File: src/rtl/fifo_pkg.sv
// Shared constants and state encoding for the input-FIFO to output-FIFO scheduler.
// Latency: n/a (declarations only).
// Backpressure: n/a.
package fifo_pkg;

    localparam int FIFO_DEPTH  = 8;
    localparam int PTR_WIDTH   = 3;
    localparam int DATA_WIDTH  = 10;
    localparam int COUNT_WIDTH = 4;
    localparam int NUM_FIFOS   = 4;

    typedef enum logic [2:0] {
        ST_RESET  = 3'd0,
        ST_INIT   = 3'd1,
        ST_IDLE   = 3'd2,
        ST_ACTIVE = 3'd3,
        ST_ERROR  = 3'd4
    } state_t;

endpackage

File: src/rtl/rr_arbiter4.sv
// Four-way round-robin arbiter: first requester at or after ptr wins.
// Latency: purely combinational.
// Backpressure: en=0 suppresses every grant.
module rr_arbiter4 (
    input  logic [1:0] ptr,
    input  logic [3:0] req,
    input  logic       en,
    output logic [3:0] gnt,
    output logic [1:0] gnt_idx,
    output logic       gnt_vld
);

    logic [1:0] idx;

    // Scan from farthest to nearest so the nearest requester is written last.
    always_comb begin
        gnt     = '0;
        gnt_idx = ptr;
        gnt_vld = 1'b0;
        idx     = ptr;
        for (int k = 3; k >= 0; k--) begin
            idx = ptr + 2'(k);
            if (en && req[idx]) begin
                gnt     = 4'b0001 << idx;
                gnt_idx = idx;
                gnt_vld = 1'b1;
            end
        end
    end

endmodule

File: src/rtl/fifo_rr_scheduler.sv
// Round-robin mover from four FWFT input FIFOs into one output FIFO.
// Latency: pop in cycle N gives push/data_out in cycle N+1.
// Backpressure: pops stop while out_count + in-flight push reaches the threshold.
module fifo_rr_scheduler
    import fifo_pkg::*;
#(
    parameter int data_width  = DATA_WIDTH,
    parameter int count_width = COUNT_WIDTH,
    parameter int thr_default = 6
) (
    input  logic                    clk,
    input  logic                    reset,
    input  logic                    init,
    input  logic [count_width-1:0]  thr_in,
    input  logic [3:0]              fifo_empty,
    input  logic [3:0]              fifo_error,
    input  logic [4*data_width-1:0] fifo_head,
    input  logic [count_width-1:0]  out_count,
    output logic [3:0]              pop,
    output logic                    push,
    output logic [data_width-1:0]   data_out,
    output logic [2:0]              state,
    output logic                    idle,
    output logic                    error_out
);

    state_t                 state_q;
    logic [count_width-1:0] thr_q;
    logic [count_width-1:0] thr_clamped;
    logic [1:0]             ptr_q;
    logic [count_width:0]   occ;
    logic                   pop_en;
    logic [3:0]             gnt;
    logic [1:0]             gnt_idx;
    logic                   gnt_vld;

    // The in-flight push is counted so thr=8 can never overflow the output FIFO.
    assign occ    = {1'b0, out_count} + (count_width + 1)'(push);
    assign pop_en = (state_q == ST_ACTIVE) && !init && (occ < {1'b0, thr_q});

    always_comb begin
        thr_clamped = thr_in;
        if (thr_in == '0)
            thr_clamped = count_width'(1);
        else if (thr_in > count_width'(FIFO_DEPTH))
            thr_clamped = count_width'(FIFO_DEPTH);
    end

    rr_arbiter4 u_arb (
        .ptr     (ptr_q),
        .req     (~fifo_empty),
        .en      (pop_en),
        .gnt     (gnt),
        .gnt_idx (gnt_idx),
        .gnt_vld (gnt_vld)
    );

    assign pop   = gnt;
    assign state = state_q;

    always_ff @(posedge clk or posedge reset) begin
        if (reset) begin
            state_q   <= ST_RESET;
            thr_q     <= count_width'(thr_default);
            ptr_q     <= 2'd0;
            push      <= 1'b0;
            data_out  <= '0;
            idle      <= 1'b0;
            error_out <= 1'b0;
        end else begin
            push <= gnt_vld;
            if (gnt_vld) begin
                data_out <= fifo_head[gnt_idx*data_width +: data_width];
                ptr_q    <= gnt_idx + 2'd1;
            end
            if (state_q == ST_INIT)
                thr_q <= thr_clamped;

            case (state_q)
                ST_RESET: begin
                    state_q <= ST_INIT;
                    idle    <= 1'b0;
                end
                ST_ERROR: begin
                    state_q <= ST_ERROR;
                end
                default: begin
                    if (|fifo_error) begin
                        state_q   <= ST_ERROR;
                        idle      <= 1'b0;
                        error_out <= 1'b1;
                    end else if (init) begin
                        state_q <= ST_INIT;
                        idle    <= 1'b0;
                    end else begin
                        case (state_q)
                            ST_INIT: begin
                                if (&fifo_empty) begin
                                    state_q <= ST_IDLE;
                                    idle    <= 1'b1;
                                end else begin
                                    state_q <= ST_ACTIVE;
                                    idle    <= 1'b0;
                                end
                            end
                            ST_IDLE: begin
                                if (!(&fifo_empty)) begin
                                    state_q <= ST_ACTIVE;
                                    idle    <= 1'b0;
                                end
                            end
                            ST_ACTIVE: begin
                                if (&fifo_empty && !gnt_vld) begin
                                    state_q <= ST_IDLE;
                                    idle    <= 1'b1;
                                end
                            end
                            default: begin
                                state_q <= state_q;
                            end
                        endcase
                    end
                end
            endcase
        end
    end

endmodule

File: config.mk
export PLATFORM = sky130hd
export DESIGN_NAME = fifo_rr_scheduler
export DESIGN_NICKNAME = d
export VERILOG_FILES = /design/src/rtl/fifo_pkg.sv /design/src/rtl/rr_arbiter4.sv /design/src/rtl/fifo_rr_scheduler.sv
export SDC_FILE = /design/constraint.sdc
export NUM_CORES = 1
export LEC_CHECK = 0
export ABC_AREA = 1
export BUFFER_PORTS_ARGS = -buffer_cell sky130_fd_sc_hd__buf_4
export CELL_PAD_IN_SITES_DETAIL_PLACEMENT = 1
export CELL_PAD_IN_SITES_GLOBAL_PLACEMENT = 1
export CORE_MARGIN = 2
export CORE_UTILIZATION = 36
export DETAILED_ROUTE_END_ITERATION = 8
export MAX_ROUTING_LAYER = met4
export PLACE_DENSITY = 0.89
export REMOVE_ABC_BUFFERS = 1
export SLEW_MARGIN = 20
export SYNTH_ARGS = -nofsm -noshare
export SYNTH_HDL_FRONTEND = slang
export SYNTH_SLANG_ARGS = --single-unit
File: constraint.sdc
create_clock -name clk -period 7.1 [get_ports clk]
set_input_delay 0.71 -clock clk [delete_from_list [all_inputs] [get_ports clk]]
set_output_delay 0.71 -clock clk [all_outputs]
set_load 0.02 [all_outputs]
# [Yosys cells after proc, flatten, opt, wreduce, memory -nomap -nowiden]
# Index checks and enable logic that the tools add are counted.
[totals] output_inout_bits=20 wordCells=90 inputBits=59 regBits=22
[classes] reduce_logical=19 shifts=5 muxes=36 addsub=5 magnitude_cmp=6 n_mul=1 eq_ne=8 bitwise_logic=3
[ops] cell="40-bit by 7-bit variable part select with 10-bit output" n=1
[ops] cell="4-bit two-way mux" n=6
[ops] cell="1-bit by 2-bit left shift with 4-bit output (first input constant)" n=4
[ops] cell="1-bit two-way mux" n=14
[ops] cell="2-bit by 3-bit < comparator with 1-bit output (second input constant)" n=4
[ops] cell="3-bit two-way mux" n=4
[ops] cell="3-bit one-hot mux with 3 select lines" n=1
[ops] cell="1-bit binary-select mux with 2-bit select" n=4
[ops] cell="2-bit two-way mux" n=4
[ops] cell="4-bit AND reduction" n=2
[ops] cell="1-bit logical AND" n=7
[ops] cell="7-bit nonzero test" n=1
[ops] cell="3-bit by 2-bit == test with 1-bit output (second input constant)" n=2
[ops] cell="6-bit by 2-bit != test with 1-bit output (second input constant)" n=1
[ops] cell="6-bit != test (second input constant)" n=1
[ops] cell="3-bit one-hot mux with 2 select lines" n=1
[ops] cell="6-bit nonzero test" n=1
[ops] cell="4-bit by 1-bit adder with 5-bit output" n=1
[ops] cell="5-bit by 4-bit < comparator with 1-bit output" n=1
[ops] cell="2-bit by 3-bit multiplier with 5-bit output (second input constant)" n=1
[ops] cell="5-bit by 2-bit != test with 1-bit output (second input constant)" n=1
[ops] cell="5-bit != test (second input constant)" n=1
[ops] cell="2-bit by 1-bit adder with 2-bit output (second input constant)" n=2
[ops] cell="2-bit adder (second input constant)" n=2
[ops] cell="14 further kinds" n=16

# [Longest topological paths before layout]
[depth] word_depth=15 depth_mapped=21 depth_no_buf=20

# [Modules after synthesis]
# A second synthesis with hierarchy kept.
[hier_totals] cells_unflattened=288 area_unflattened_um2=1948.1
[modules_own_cells] module="fifo_rr_scheduler" area_per_inst_um2=1452.6 cells_per_inst=206 seq_area_each_um2=553.0 instances=1
[modules_own_cells] module="rr_arbiter4" area_per_inst_um2=495.5 cells_per_inst=82 seq_area_each_um2=0.0 instances=1

# [Worst setup path before layout]
# No wires, ideal clock.
[synth_path] kind="input to output" startpoint="input port out_count[0]" endpoint="output port pop[2]" n_path_buf=1 t_arrival_ns=3.085 setup_slack_ns=3.305 required_ns=6.390 stages=15 cell_sequence="ha_1 -> ha_1 -> xor2_1 -> ha_1 -> nand2_1 -> nand2_1 -> nand3_1 -> nand2_1 -> nor2_4 -> nand2_2 -> or2_0 -> buf_6 -> inv_1 -> nor3_1 -> a221oi_1"
[synth_via] elab_chain_len=8 elab_cells_between_ends=11 classes_between="1 x add/sub; 1 x order compare; 4 x mux; 5 x reduce/logical"
[synth_rtl] item="from (decl)" line_no="fifo_rr_scheduler.sv:18" source="input logic [count_width-1:0] out_count,"
[synth_rtl] item="4-bit by 1-bit adder with 5-bit output (*)" line_no="fifo_rr_scheduler.sv:38" source="assign occ = {1'b0, out_count} + (count_width + 1)'(push);"
[synth_rtl] item="5-bit by 4-bit < comparator with 1-bit output (*)" line_no="fifo_rr_scheduler.sv:39" source="assign pop_en = (state_q == ST_ACTIVE) && !init && (occ < {1'b0, thr_q});"
[synth_rtl] item="1-bit logical AND (*)" line_no="fifo_rr_scheduler.sv:39"
[synth_rtl] item="1-bit logical AND" line_no="rr_arbiter4.sv:23" source="if (en && req[idx]) begin"
[synth_rtl] item="4-bit two-way mux (3 in series)" line_no="rr_arbiter4.sv:23"
[synth_rtl] item="4-bit two-way mux (*)" line_no="rr_arbiter4.sv:23"
[synth_rtl] item="to (decl)" line_no="fifo_rr_scheduler.sv:19" source="output logic [3:0] pop,"
# Mark *: on every way between the ends. The rest lies on a longest branch, timed or not.

# [Worst setup path after layout]
# Same ends and word-level chain as after synthesis.

==> impl_metrics.env <==
export IMPL_status="finished clean"
export IMPL_slowest_delay_ns=0.53
export IMPL_clk_latency_ns=0.26
export IMPL_clock_tree_buffer_depth=2
export IMPL_fin_crit_sh_pct=59.27
export IMPL_synthDistinctLibCells=33
export IMPL_port_buffers=78
export IMPL_grt_first_pass_wirelength_mm=10.57
export IMPL_crit_slowest_cell="or2_0"
export IMPL_design_core_area_mm2=0.005851
export IMPL_grt_max_degree=23
export IMPL_grt_total_usage_pct=20.60
export IMPL_crit_buf_inv=4
export IMPL_slew_violations=0
export IMPL_die_x_um=81.43
export IMPL_yosysWarnings=0
export IMPL_cts_resized=0
export IMPL_crit_family="simple AND/OR/NAND/NOR gates"
export IMPL_synth_top_area_share_pct=23.19
export IMPL_h_tree_depth=1
export IMPL_num_antenna_cells=0
export IMPL_r2r_slack_ns=3.28
export IMPL_p_switching_uw=240.2
export IMPL_leakage_nw=1.693
export IMPL_hold_viol=0
export IMPL_synth_edff_count=0
export IMPL_register_area_um2=553.0
export IMPL_clock_sinks=22
export IMPL_synth_area_leaders="dfrtp_1 23%, nand2_1 21%, inv_1 11%"
export IMPL_drive_above_1_share_pct=22.89
export IMPL_fill_cells=815
export IMPL_wl_per_cell_um=13.04
export IMPL_critPathCaptureType="output pin"
export IMPL_synth_ff_type="dfrtp_1"
export IMPL_finalSetupViolations=0
export IMPL_tritoncts="yes"
export IMPL_antenna_left=0
export IMPL_die_area_mm2=0.006631
export IMPL_post_cts_setup_buffers=0
export IMPL_pin_count=79
export IMPL_p_seq_share_pct=32.2
export IMPL_syn_instance_count=344
export IMPL_swShare_pct=43.66
export IMPL_vias=2395
export IMPL_drt_iter0_drc=54
export IMPL_synth_area_mm2=0.002158
export IMPL_gp_congestion=0.8447
export IMPL_worstSetupPathType="primary input to output pin"
export IMPL_nNetsFinal=488
export IMPL_first_pass_iters=4
export IMPL_root_buffer="clkbuf_8"
export IMPL_cp_required_ns=6.39
export IMPL_ys_async_sr_fraction_pct=100.0
export IMPL_power_density_mw_per_mm2=195.5
export IMPL_placed_area_mm2=0.002760
export IMPL_holdWs_ns=0.4684
export IMPL_syn_area_per_cell_um2=6.274
export IMPL_clock_fmax_ghz=0.2376
export IMPL_slew_headroom_pct=38.88
export IMPL_wl_mm=6.388
export IMPL_clk_pin_slew_worst_paths_ns=0.08
export IMPL_antenna_found_initial=0
export IMPL_crit_path_start_kind="primary input"
export IMPL_start_util_pct=36.89
export IMPL_fin_setup_tns_ns=0
export IMPL_peakVddDrop_mv=0.09933
export IMPL_cp_common_cell="ha_1"
export IMPL_viasPerCell=4.888
export IMPL_yosys_register_bits=22
export IMPL_path_cells="buf_4 -> ha_1 -> ha_1 -> xor2_1 -> ha_1 -> nand2_1 -> inv_1 -> nand3_1 -> nor2_1 -> nor2_4 -> nand2_2 -> or2_0 -> inv_1 -> a221oi_1 -> buf_4"
export IMPL_postCtsHoldBufs=0
export IMPL_hold_path_class="flop to flop"
export IMPL_yosysMostFrequentCell="nand2_1"
export IMPL_worst_pin_slew_ns=0.9158
export IMPL_synth_largest_area_cell="dfrtp_1"
export IMPL_die_y_um=81.43
export IMPL_cts_inserted_buffers=3
export IMPL_worstPathArrival_ns=3.50
export IMPL_dp_hpwl_mm=5.132
export IMPL_finalPower_uw=550.2
export IMPL_syn2layout_area_growth_pct=30.43
export IMPL_overflow=0
export IMPL_stdcell_area_mm2=0.002815
export IMPL_power_frac_clock_pct=16.4
export IMPL_combPwrFrac_pct=51.4
export IMPL_rows=28
export IMPL_cp_max_fo=10
export IMPL_rsz0062_at_grt="false"
export IMPL_yosysSeqAreaShare_pct=25.62
export IMPL_synth_commonest_cells="121 x nand2_1, 65 x inv_1, 32 x nand3_1"
export IMPL_drc=0
export IMPL_maxCapViolCount=0
export IMPL_grt_pass1_vias=2369
export IMPL_multi_input_area_mm2=0.001280
export IMPL_min_period_ns=4.208
export IMPL_skew_ns=0.002432
export IMPL_internal_power_uw=310.0
## logic make-up (layout without fill, tap and decap cells)
logic type | Yosys count | in the layout | share of synthesized area (%)
and+or+nand+nor | 204 | 204 | 43.77
buffers and inverters | 77 | 148 | 15.07
xor gates and xnor gates | 2 | 2 | 0.8117
DFF | 22 | 22 | 25.62
adders and majority gates | 13 | 13 | 7.536
AOI/OAI and AO/OA | 26 | 26 | 7.188
## stage by stage
stage	cells	utilization (%)	worst slack, ns
2_1_floorplan	333	-	3.132
3_3_place_gp	486	47.18	3.043
3_5_place_dp	486	47.18	2.827
4_1_cts	490	48.12	2.886
5_1_grt	490	48.12	2.638
6_report	490	48.12	2.892
## cells in the final DEF, fill, tap and decap left out, drive strengths merged
cell / synthesis / final
o21ai: 8 / 8
a211oi: 2 / 2
o22ai: 4 / 4
a221oi: 2 / 2
ha: 13 / 13
a22o: 1 / 1
a211o: 1 / 1
xor2: 1 / 1
nor3b: 1 / 1
nand3: 34 / 34
and2: 1 / 1
clkbuf: 0 / 4
nor4: 1 / 1
nand3b: 11 / 11
dfstp: 2 / 2
nand4: 3 / 3
nor3: 6 / 6
xnor2: 1 / 1
a21oi: 8 / 8
buf: 11 / 78
inv: 66 / 66
dfrtp: 20 / 20
nor2: 20 / 20
nand2: 126 / 126
or2: 1 / 1
## state kept, by name, indices dropped and copies added, names as in the netlist, named ones only
name,cells
push,1
ptr_q,2
state,2
data_out,10
thr_q,4
error_out,1
idle,1
## power by group through the flow
stage / logic (mW) / registers, mW / clock network [mW]
6_report: 0.283 / 0.177 / 0.0902
5_1_grt: 0.322 / 0.181 / 0.0972
4_1_cts: 0.286 / 0.177 / 0.0921
3_5_place_dp: 0.285 / 0.179 / 0
3_3_place_gp: 0.273 / 0.178 / 0
2_1_floorplan: 0.175 / 0.188 / 0
## cell type report
class,instances,share of cell area [%]
clock buffers,4,1.956
inverters,66,8.800
multi-input cells,245,45.47
flip-flops and latches,22,19.64
well taps,75,3.333
repair buffers,78,20.80
## tightest hold or removal path, cell delays in order (launching register included)
cell and delay, ns:
dfrtp_1 0.35, inv_1 0.04, nand2_1 0.05
## per-layer routing
layer  global-route usage (%)  vias up  wire, µm
met5                        -        -         0
met4                    2.712        0        38
met3                    4.505        4       386
met2                    37.13       66      3292
met1                    24.03     1119      2671
li1                         -     1206         -
## worst paths after layout
kind,end,cells past startpoint,startpoint
max,pop[2],15,out_count[0]
max reg2reg,data_out[7],18,push
max in group asynchronous,data_out[7],2,reset
min in group asynchronous,idle,2,reset
min reg2reg,error_out,2,error_out
min,error_out,2,error_out
(Power assumes the default switching activity.)
